## src/rtl/uart_pkg.sv

```systemverilog
// rtl/uart_pkg.sv - shared ASCII constants and state encodings for the UART hex printer
package uart_pkg;

  localparam logic [7:0] ASC_0  = 8'h30;
  localparam logic [7:0] ASC_A  = 8'h41;
  localparam logic [7:0] ASC_X  = 8'h78;
  localparam logic [7:0] ASC_CR = 8'h0D;
  localparam logic [7:0] ASC_LF = 8'h0A;

  typedef enum logic [2:0] {
    S_IDLE = 3'd0,
    S_PFX0 = 3'd1,
    S_PFX1 = 3'd2,
    S_HEX  = 3'd3,
    S_EOL0 = 3'd4,
    S_EOL1 = 3'd5,
    S_DONE = 3'd6
  } state_t;

  // Optional states are skipped by jumping straight to the next one that exists.
  function automatic state_t after_idle(input int prefix_en);
    return (prefix_en != 0) ? S_PFX0 : S_HEX;
  endfunction

  function automatic state_t after_hex(input int eol);
    return (eol != 0) ? S_EOL0 : S_DONE;
  endfunction

  function automatic state_t after_eol0(input int eol);
    return (eol == 2) ? S_EOL1 : S_DONE;
  endfunction

endpackage

```

## src/rtl/hex_nibble_ascii.sv

```systemverilog
// rtl/hex_nibble_ascii.sv - combinational nibble to upper-case ASCII hex digit
module hex_nibble_ascii
  import uart_pkg::*;
(
  input  logic [3:0] nib_i,
  output logic [7:0] ascii_o
);

  always_comb begin
    ascii_o = 8'h00;
    if (nib_i < 4'd10) ascii_o = ASC_0 + {4'h0, nib_i};
    else               ascii_o = ASC_A + {4'h0, nib_i} - 8'd10;
  end

endmodule

```

## src/rtl/uart_hex_tx.sv

```systemverilog
// rtl/uart_hex_tx.sv - prints one word as "0x"-prefixed upper-case hex text into a TX FIFO write port
module uart_hex_tx
  import uart_pkg::*;
#(
  parameter int DATA_W    = 32,
  parameter int PREFIX_EN = 1,
  parameter int EOL       = 2
) (
  input  logic              clk_i,
  input  logic              rst_ni,
  input  logic              start_i,
  input  logic [DATA_W-1:0] data_i,
  output logic              ready_o,
  output logic              wr_en_o,
  output logic [7:0]        dout_o,
  input  logic              full_i,
  output logic              done_o
);

  localparam int NIB   = DATA_W / 4;
  localparam int CNT_W = $clog2(NIB + 1);
  localparam logic [CNT_W-1:0] LAST_NIB = CNT_W'(NIB - 1);

  state_t              state_q, state_d;
  logic [DATA_W-1:0]   shreg_q;
  logic [CNT_W-1:0]    cnt_q;
  logic                ready_q, done_q;
  logic                emit;
  logic [7:0]          hex_char;

  hex_nibble_ascii u_nib (
    .nib_i   (shreg_q[DATA_W-1 -: 4]),
    .ascii_o (hex_char)
  );

  assign emit    = (state_q == S_PFX0) || (state_q == S_PFX1) || (state_q == S_HEX) ||
                   (state_q == S_EOL0) || (state_q == S_EOL1);
  assign wr_en_o = emit && !full_i;
  assign ready_o = ready_q;
  assign done_o  = done_q;

  always_comb begin
    dout_o = 8'h00;
    case (state_q)
      S_PFX0:  dout_o = ASC_0;
      S_PFX1:  dout_o = ASC_X;
      S_HEX:   dout_o = hex_char;
      S_EOL0:  dout_o = (EOL == 2) ? ASC_CR : ASC_LF;
      S_EOL1:  dout_o = ASC_LF;
      default: dout_o = 8'h00;
    endcase
  end

  // Emit states only move on a write, so a full FIFO simply freezes the frame.
  always_comb begin
    state_d = state_q;
    case (state_q)
      S_IDLE:  if (start_i) state_d = after_idle(PREFIX_EN);
      S_PFX0:  if (wr_en_o) state_d = S_PFX1;
      S_PFX1:  if (wr_en_o) state_d = S_HEX;
      S_HEX:   if (wr_en_o && cnt_q == LAST_NIB) state_d = after_hex(EOL);
      S_EOL0:  if (wr_en_o) state_d = after_eol0(EOL);
      S_EOL1:  if (wr_en_o) state_d = S_DONE;
      S_DONE:  state_d = S_IDLE;
      default: state_d = S_IDLE;
    endcase
  end

  always_ff @(posedge clk_i or negedge rst_ni) begin
    if (!rst_ni) begin
      state_q <= S_IDLE;
      shreg_q <= '0;
      cnt_q   <= '0;
      ready_q <= 1'b1;
      done_q  <= 1'b0;
    end else begin
      state_q <= state_d;
      ready_q <= (state_d == S_IDLE);
      done_q  <= (state_d == S_DONE);
      if (state_q == S_IDLE && start_i) begin
        shreg_q <= data_i;
        cnt_q   <= '0;
      end else if (state_q == S_HEX && wr_en_o) begin
        shreg_q <= shreg_q << 4;
        cnt_q   <= cnt_q + 1'b1;
      end
    end
  end

endmodule

```

## config.mk

```make
export PLATFORM = sky130hd
export DESIGN_NAME = uart_hex_tx
export DESIGN_NICKNAME = d
export VERILOG_FILES = /design/src/rtl/uart_pkg.sv /design/src/rtl/hex_nibble_ascii.sv /design/src/rtl/uart_hex_tx.sv
export SDC_FILE = /design/constraint.sdc
export NUM_CORES = 1
export LEC_CHECK = 0
export CAP_MARGIN = 20
export CORE_MARGIN = 2
export CORE_UTILIZATION = 53
export CTS_CLUSTER_SIZE = 20
export DETAILED_ROUTE_END_ITERATION = 10
export GPL_ROUTABILITY_DRIVEN = 0
export PLACE_DENSITY = 0.84
export SLEW_MARGIN = 40
export SYNTH_ARGS = -nofsm -noshare
export SYNTH_HDL_FRONTEND = slang
export SYNTH_HIERARCHICAL = 1
export SYNTH_SLANG_ARGS = --single-unit
```

## constraint.sdc

```tcl
create_clock -name clk_i -period 4.8 [get_ports clk_i]
set_clock_uncertainty 0.15 [all_clocks]
set_input_delay 0.96 -clock clk_i [delete_from_list [all_inputs] [get_ports clk_i]]
set_output_delay 0.96 -clock clk_i [all_outputs]
set_load 0.005 [all_outputs]
```

======== Word-level counts from Yosys, hierarchy flattened ========
Cells that the tools add are included.
storage, ports and cells
  input bits .............................. 36
  bits in registers ....................... 41
  word-level logic and storage cells ...... 42
operators by class
  reductions and logical operators ........ 12
  mux-type cells .......................... 13
  $lt $le $gt $ge ......................... 1
  $add $sub $neg .......................... 4
  equality and inequality tests ........... 7
operators by type and width
  operator               number
  $mux W32               2
  $pmux W8 S5            1
  $mux W3                6
  $pmux W3 S6            1
  $eq A3 B3 Y1 const B   3
  $add A7 B4 Y8 const A  1
  $mux W4                2
  $mux W8                1
  $sub A8 B4 Y8 const B  1
  $add A6 B4 Y7 const A  1
  $eq A3 B2 Y1 const B   2
  $logic_not A3 Y1       2
  $add A4 B1 Y4 const B  1
  $eq A4 B3 Y1 const B   1
  $logic_and A1 B1 Y1    4
  $logic_or A1 B1 Y1     4
  $lt A4 B4 Y1 const B   1
  $eq A3 B1 Y1 const B   1
  $reduce_bool A2 Y1     1
  $logic_not A1 Y1       1

======== Longest topological paths before layout ========
  depth after elaboration ................. 10
  depth in mapped cells ................... 6

======== Cells and area by module ========
The synthesis kept the hierarchy.
modules (own cells, without submodules)
  module            times used  cells each  sequential area each (µm²)  area an instance (µm²)
  uart_hex_tx       1           212         1027.2                      1949.4
  hex_nibble_ascii  1           16          0.0                         105.1

======== Worst setup path after synthesis ========
Ideal clock, no wire load.
  path kind ............................... register to output
  start point ............................. register shreg_q[29]
  end point ............................... output port dout_o[2]
  data arrival time ....................... 1.203 ns
  stages on the path, launching flop included .. 6
  setup slack ............................. 2.487 ns
  data required time ...................... 3.690 ns
  path buffers ............................ 0
  cell sequence ........................... dfrtp_1 -> inv_1 -> ha_1 -> nand2_2 -> mux2_1 -> a22o_1
on the way
  longest elaborated chain between the ends .. 4
  elaborated cells on any way between the ends .. 6
ends and longest elaborated chain
  item                    line                    source
  from (decl)             uart_hex_tx.sv:25       logic [DATA_W-1:0] shreg_q;
  from (signal assigned)  uart_hex_tx.sv:81       shreg_q <= data_i;
  from (signal assigned)  uart_hex_tx.sv:84       shreg_q <= shreg_q << 4;
  $add A7 B4 Y8           hex_nibble_ascii.sv:12  else ascii_o = ASC_A + {4'h0, nib_i} - 8'd10;
  $sub A8 B4 Y8           hex_nibble_ascii.sv:12
  $mux W8 (*)             hex_nibble_ascii.sv:11  if (nib_i < 4'd10) ascii_o = ASC_0 + {4'h0, nib_i};
  via hex_char[2]         uart_hex_tx.sv:29       logic [7:0] hex_char;
  $pmux W8 S5 (*)         uart_hex_tx.sv:44       case (state_q)
  to (decl)               uart_hex_tx.sv:15       output logic [7:0] dout_o,
Mark *: on every way through the listed nets, which the timed path passes. The rest lies on a longest branch.

======== Final worst setup path ========
  start point ............................. input port full_i
  end point ............................... output port wr_en_o
on the way
  longest elaborated chain between the ends .. 2
ends and longest elaborated chain
  item                 line               source
  from (decl)          uart_hex_tx.sv:16  input logic full_i,
  $logic_not A1 Y1     uart_hex_tx.sv:38  assign wr_en_o = emit && !full_i;
  $logic_and A1 B1 Y1  uart_hex_tx.sv:38
  to (decl)            uart_hex_tx.sv:14  output logic wr_en_o,
No other way between the ends.

==> results by stage <==
Clock network:
- After clock tree synthesis, the setup repair step added 0 buffers.
- The post-CTS resize count is 0.
- The number of CTS-inserted buffers is 5.
- The total number of H-tree levels is 2.
- The CTS tree is done.
- The cell at the root of the clock tree is sky130_fd_sc_hd__clkbuf_8.
- Clock-pin slew was measured on the worst setup and hold paths at 0.07 ns.
- The sink count of the clock tree is 41.
- The clock passes through at most 2 buffers.
- After clock tree synthesis, the flow added hold-fix buffers numbering 0.
- For the worst-skew pair, the clock arrives at the later sink with an insertion delay of 0.29 ns.

Worst setup path:
- The critical path launch point type is an input pin.
- Of all nets on the critical path, the largest fanout is 5.
- The source of the worst register-to-register timing path is state_q[2].
- The critical path is of the in2out type.
- Measured in cells, the most critical reg-to-reg path has a length of 3.
- The standard cell with the maximum stage delay on the critical path is sky130_fd_sc_hd__clkdlybuf4s50_1.
- For the worst setup path, the data required time is 3.69 ns.
- Setup slack on the worst reg-to-reg path comes out at 2.77 ns.
- The critical path goes through clkdlybuf4s50_1, nor3b_1, clkdlybuf4s50_1.
- For this run, the slowest stage of the critical path takes 0.53 ns.
- The critical path contains buffers and inverters numbering 2 combined.
- The worst setup path is captured at a primary output.
- The data arrival at the endpoint of the critical path is 2.18 ns.
- In this run the critical register-to-register path is captured at cnt_q[3].
- Among the stages of the critical path, the cell type that occurs most often is sky130_fd_sc_hd__clkdlybuf4s50_1.
- In this design, the largest share of critical-path delay is due to buffers and inverters.

Placement:
- The worst slack after detailed placement is 1.522 ns.
- In this run the cell area measured after placement is 0.002482 sq mm.
- The count of buffers added on input and output ports is 45.
- The wire-length estimate of the detail-placed layout is 2.810 mm.

Global routing:
- The aggregate global routing overflow is 0.
- Entering global routing, the biggest net connects 42 pins.
- The number of global-route vias before repair is 1678.
- The initial antenna violation count is 0.
- The first global-routing pass estimated 7.383 mm of wire.
- Global routing used 22.05% of the available tracks across all layers.

Drt:
- The residual DRC count is 0.
- The final routed wirelength across all metal layers is 4.293 mm.
- For this block, the via count after detailed routing is 1736.
- Dividing the detail-routed via count by the number of cells gives 5.564.
- The DRC marker count from the first detailed-route iteration is 97.
- The pre-antenna-repair detailed-routing pass consisted of 4 iterations.
- The detailed-route wire length per cell is 13.76 microns.
- The count of nets left with antenna violations after detail routing is 0.

Floorplanning:
- The row count is 22.
- The floorplan step set the die width to 66.26 microns.
- The die covers 0.004390 sq mm.
- The total area inside the core boundary comes to 0.003689 sq mm.
- The floorplan step set the die height to 66.26 microns.
- 47 I/O pins were placed.
- The initial utilization of the core area, before any placement, comes to 55.70%.

Synth:
- The fraction of the yosys area taken by sequential cells is 50.00%.
- The netlist uses 36 different library cells.
- The simple-gate portion of the synthesized area is 24.97%.
- The gate count after technology mapping is 228.
- The predominant post-synthesis flop cell is sky130_fd_sc_hd__dfrtp_1.
- The synthesized netlist devotes 1.218% of its cell area to adder and majority cells.
- The count of synthesis-stage warnings from yosys is 6.
- A synthesized cell averages 9.011 sq um.
- The cell taking the most area after synthesis is sky130_fd_sc_hd__dfrtp_1.
- The cell area after synthesis is 0.002054 sq mm.
- Counting flops with a built-in enable in the synthesized netlist gives 0.
- The share of the synthesized area in compound gates (AO/OA/AOI/OAI) is 16.50%.
- The top cell type's share of synthesized area is 48.72%.
- The net count after synthesis is 266.
- After synthesis, the largest family of logic cells by area is simple AND/OR/NAND/NOR gates.
- The proportion of synthesized area in mux cells is 0.5481%.
- Yosys attributes the largest share of cell area to sky130_fd_sc_hd__dfrtp_1 49%, sky130_fd_sc_hd__a22oi_1 8.8%, sky130_fd_sc_hd__nand2_1 8.2%.
- Synthesis inferred 41 register bits.
- For this run, asynchronously set or reset flops after synthesis account for 100.0%.
- Of the total synthesized cell area, the portion taken by XOR and XNOR cells is 0.4263%.

Timing:
- The final hold violation count is 0.
- The share of the clock period used by the worst path is 68.46%.
- Across all setup checks in the final design, the least slack found is 1.514 ns.
- The worst path needs 3.286 ns of the cycle, external delays included.
- The max-slew violation count was 0.
- The final sum of negative setup slack is 0 ns.
- Setup repair after global routing left no endpoint under its margin.
- The worst pin sits at a relative slew slack of 52.91%.
- The measured slew at the worst slew-check pin is 0.7063 ns.
- Setup violations remaining at the end of the flow were counted as 0.
- Timing would allow up to 0.3043 GHz.

Power and ir drop:
- The design draws 1.267 mW.
- The standby leakage power is 1.162 nW.
- VDD sags by at most 0.3123 mV.
- In this run the power density over the cells is 493.8 mW/mm^2.

Cells and area:
- The top cell types in the final layout, fill and taps aside, are 45 x sky130_fd_sc_hd__nand2_1, 44 x sky130_fd_sc_hd__clkdlybuf4s50_1, 40 x sky130_fd_sc_hd__dfrtp_1, 27 x sky130_fd_sc_hd__nand3_1, 24 x sky130_fd_sc_hd__a22oi_1.
- The repair_antennas step left the layout with diodes totalling 0.
- The fraction of layout instances using a drive strength above 1 is 6.061%.
- For this run, the share of the core covered by cells in the final layout is 69.54%.
- The finished cells cover 0.002565 sq mm.
- Counting the fill cells in the layout gives 316.
- The final-stage net count is 301.
- The area added between synthesis and finish is 24.85%.
- The most common cell after layout, fill and taps aside is sky130_fd_sc_hd__nand2_1.

Min path:
- The number of stages on the worst hold path is 2.
- The worst hold path belongs to the class reg2reg.
- The worst hold path startpoint is shreg_q[8].
- The endpoint with the worst hold slack is shreg_q[12].

Run:
- The tool flagged a number of max-cap violations equal to 0.

Outcome:
- The run finished with clean final reports.
[metal layers]
metal  GRT usage, %  share of wire, %  vias up
met5              0                 0        -
met4          6.888               1.3        0
li1               -                 -      861
met2          35.75                47       36
met1          29.73                47      832
met3          4.600               4.4        7
[cell usage after synthesis (2+ instances only)]
library cell / n
sky130_fd_sc_hd__nand2_1: 45
sky130_fd_sc_hd__nand2b_1: 4
sky130_fd_sc_hd__nor2b_1: 3
sky130_fd_sc_hd__nand3_1: 27
sky130_fd_sc_hd__a21oi_1: 10
sky130_fd_sc_hd__o21ai_0: 8
sky130_fd_sc_hd__a31oi_1: 4
sky130_fd_sc_hd__nor2_1: 10
sky130_fd_sc_hd__ha_1: 2
sky130_fd_sc_hd__or3_1: 2
sky130_fd_sc_hd__nor3_1: 3
sky130_fd_sc_hd__buf_4: 2
sky130_fd_sc_hd__a22o_1: 2
sky130_fd_sc_hd__nor3b_1: 2
sky130_fd_sc_hd__dfrtp_1: 40
sky130_fd_sc_hd__buf_2: 8
sky130_fd_sc_hd__buf_6: 2
sky130_fd_sc_hd__a22oi_1: 24
sky130_fd_sc_hd__clkbuf_1: 7
sky130_fd_sc_hd__and2_1: 2
sky130_fd_sc_hd__inv_1: 6
[registers in the layout, summed over array words and instances (netlist names)]
register and count:
cnt_q 4, done_o 1, ready_o 1, shreg_q 32
state_q 3
[cell type report]
class | count | area, sq um | share of cell area [%]
multi-input combinational | 162 | 909.6 | 35.46
inverter | 6 | 22.52 | 0.8780
clock buffer | 6 | 72.57 | 2.829
clock inverter | 2 | 10.01 | 0.3902
timing repair buffer | 47 | 462.9 | 18.05
tap | 48 | 60.06 | 2.341
sequential | 41 | 1027 | 40.05
[kinds of logic (layout without fill, tap and decap cells)]
| group | count (synthesis) | in the layout |
|---|---|---|
| flops | 41 | 41 |
| xor+xnor | 1 | 1 |
| compound gates | 52 | 52 |
| fa+ha+maj | 2 | 2 |
| mux | 1 | 1 |
| simple gates | 105 | 105 |
| other cells | 1 | 1 |
| buf+inv | 25 | 61 |
[through the flow]
stage	hold slack, ns	std cells
detailed placement	0.3251	304
global placement	0.3192	304
global route	0.3736	312
CTS	0.3428	312
finish	0.3383	312
floorplan	0.3117	228
[worst min-delay path: cells and delay by family (launching register included)]
family | cells | cell delay [ns]
flops | 1 | 0.34
compound gates | 1 | 0.07
simple gates | 1 | 0.05
[how the worst max path moves through the flow]
stage,start,endpoint,cells past startpoint
final,full_i,wr_en_o,3
after global routing,full_i,wr_en_o,3
after CTS,full_i,wr_en_o,3
after global placement,full_i,wr_en_o,3
after floorplan,shreg_q[29],dout_o[2],5
after detailed placement,full_i,wr_en_o,3
[power by group]
part,switching (mW),total [mW],internal [mW]
Sequential,0.109,0.583,0.473
Combinational,0.246,0.469,0.223
Clock,0.115,0.215,0.101
Total,0.470,1.27,0.797
No activity file was read; power rests on OpenSTA's default activity.
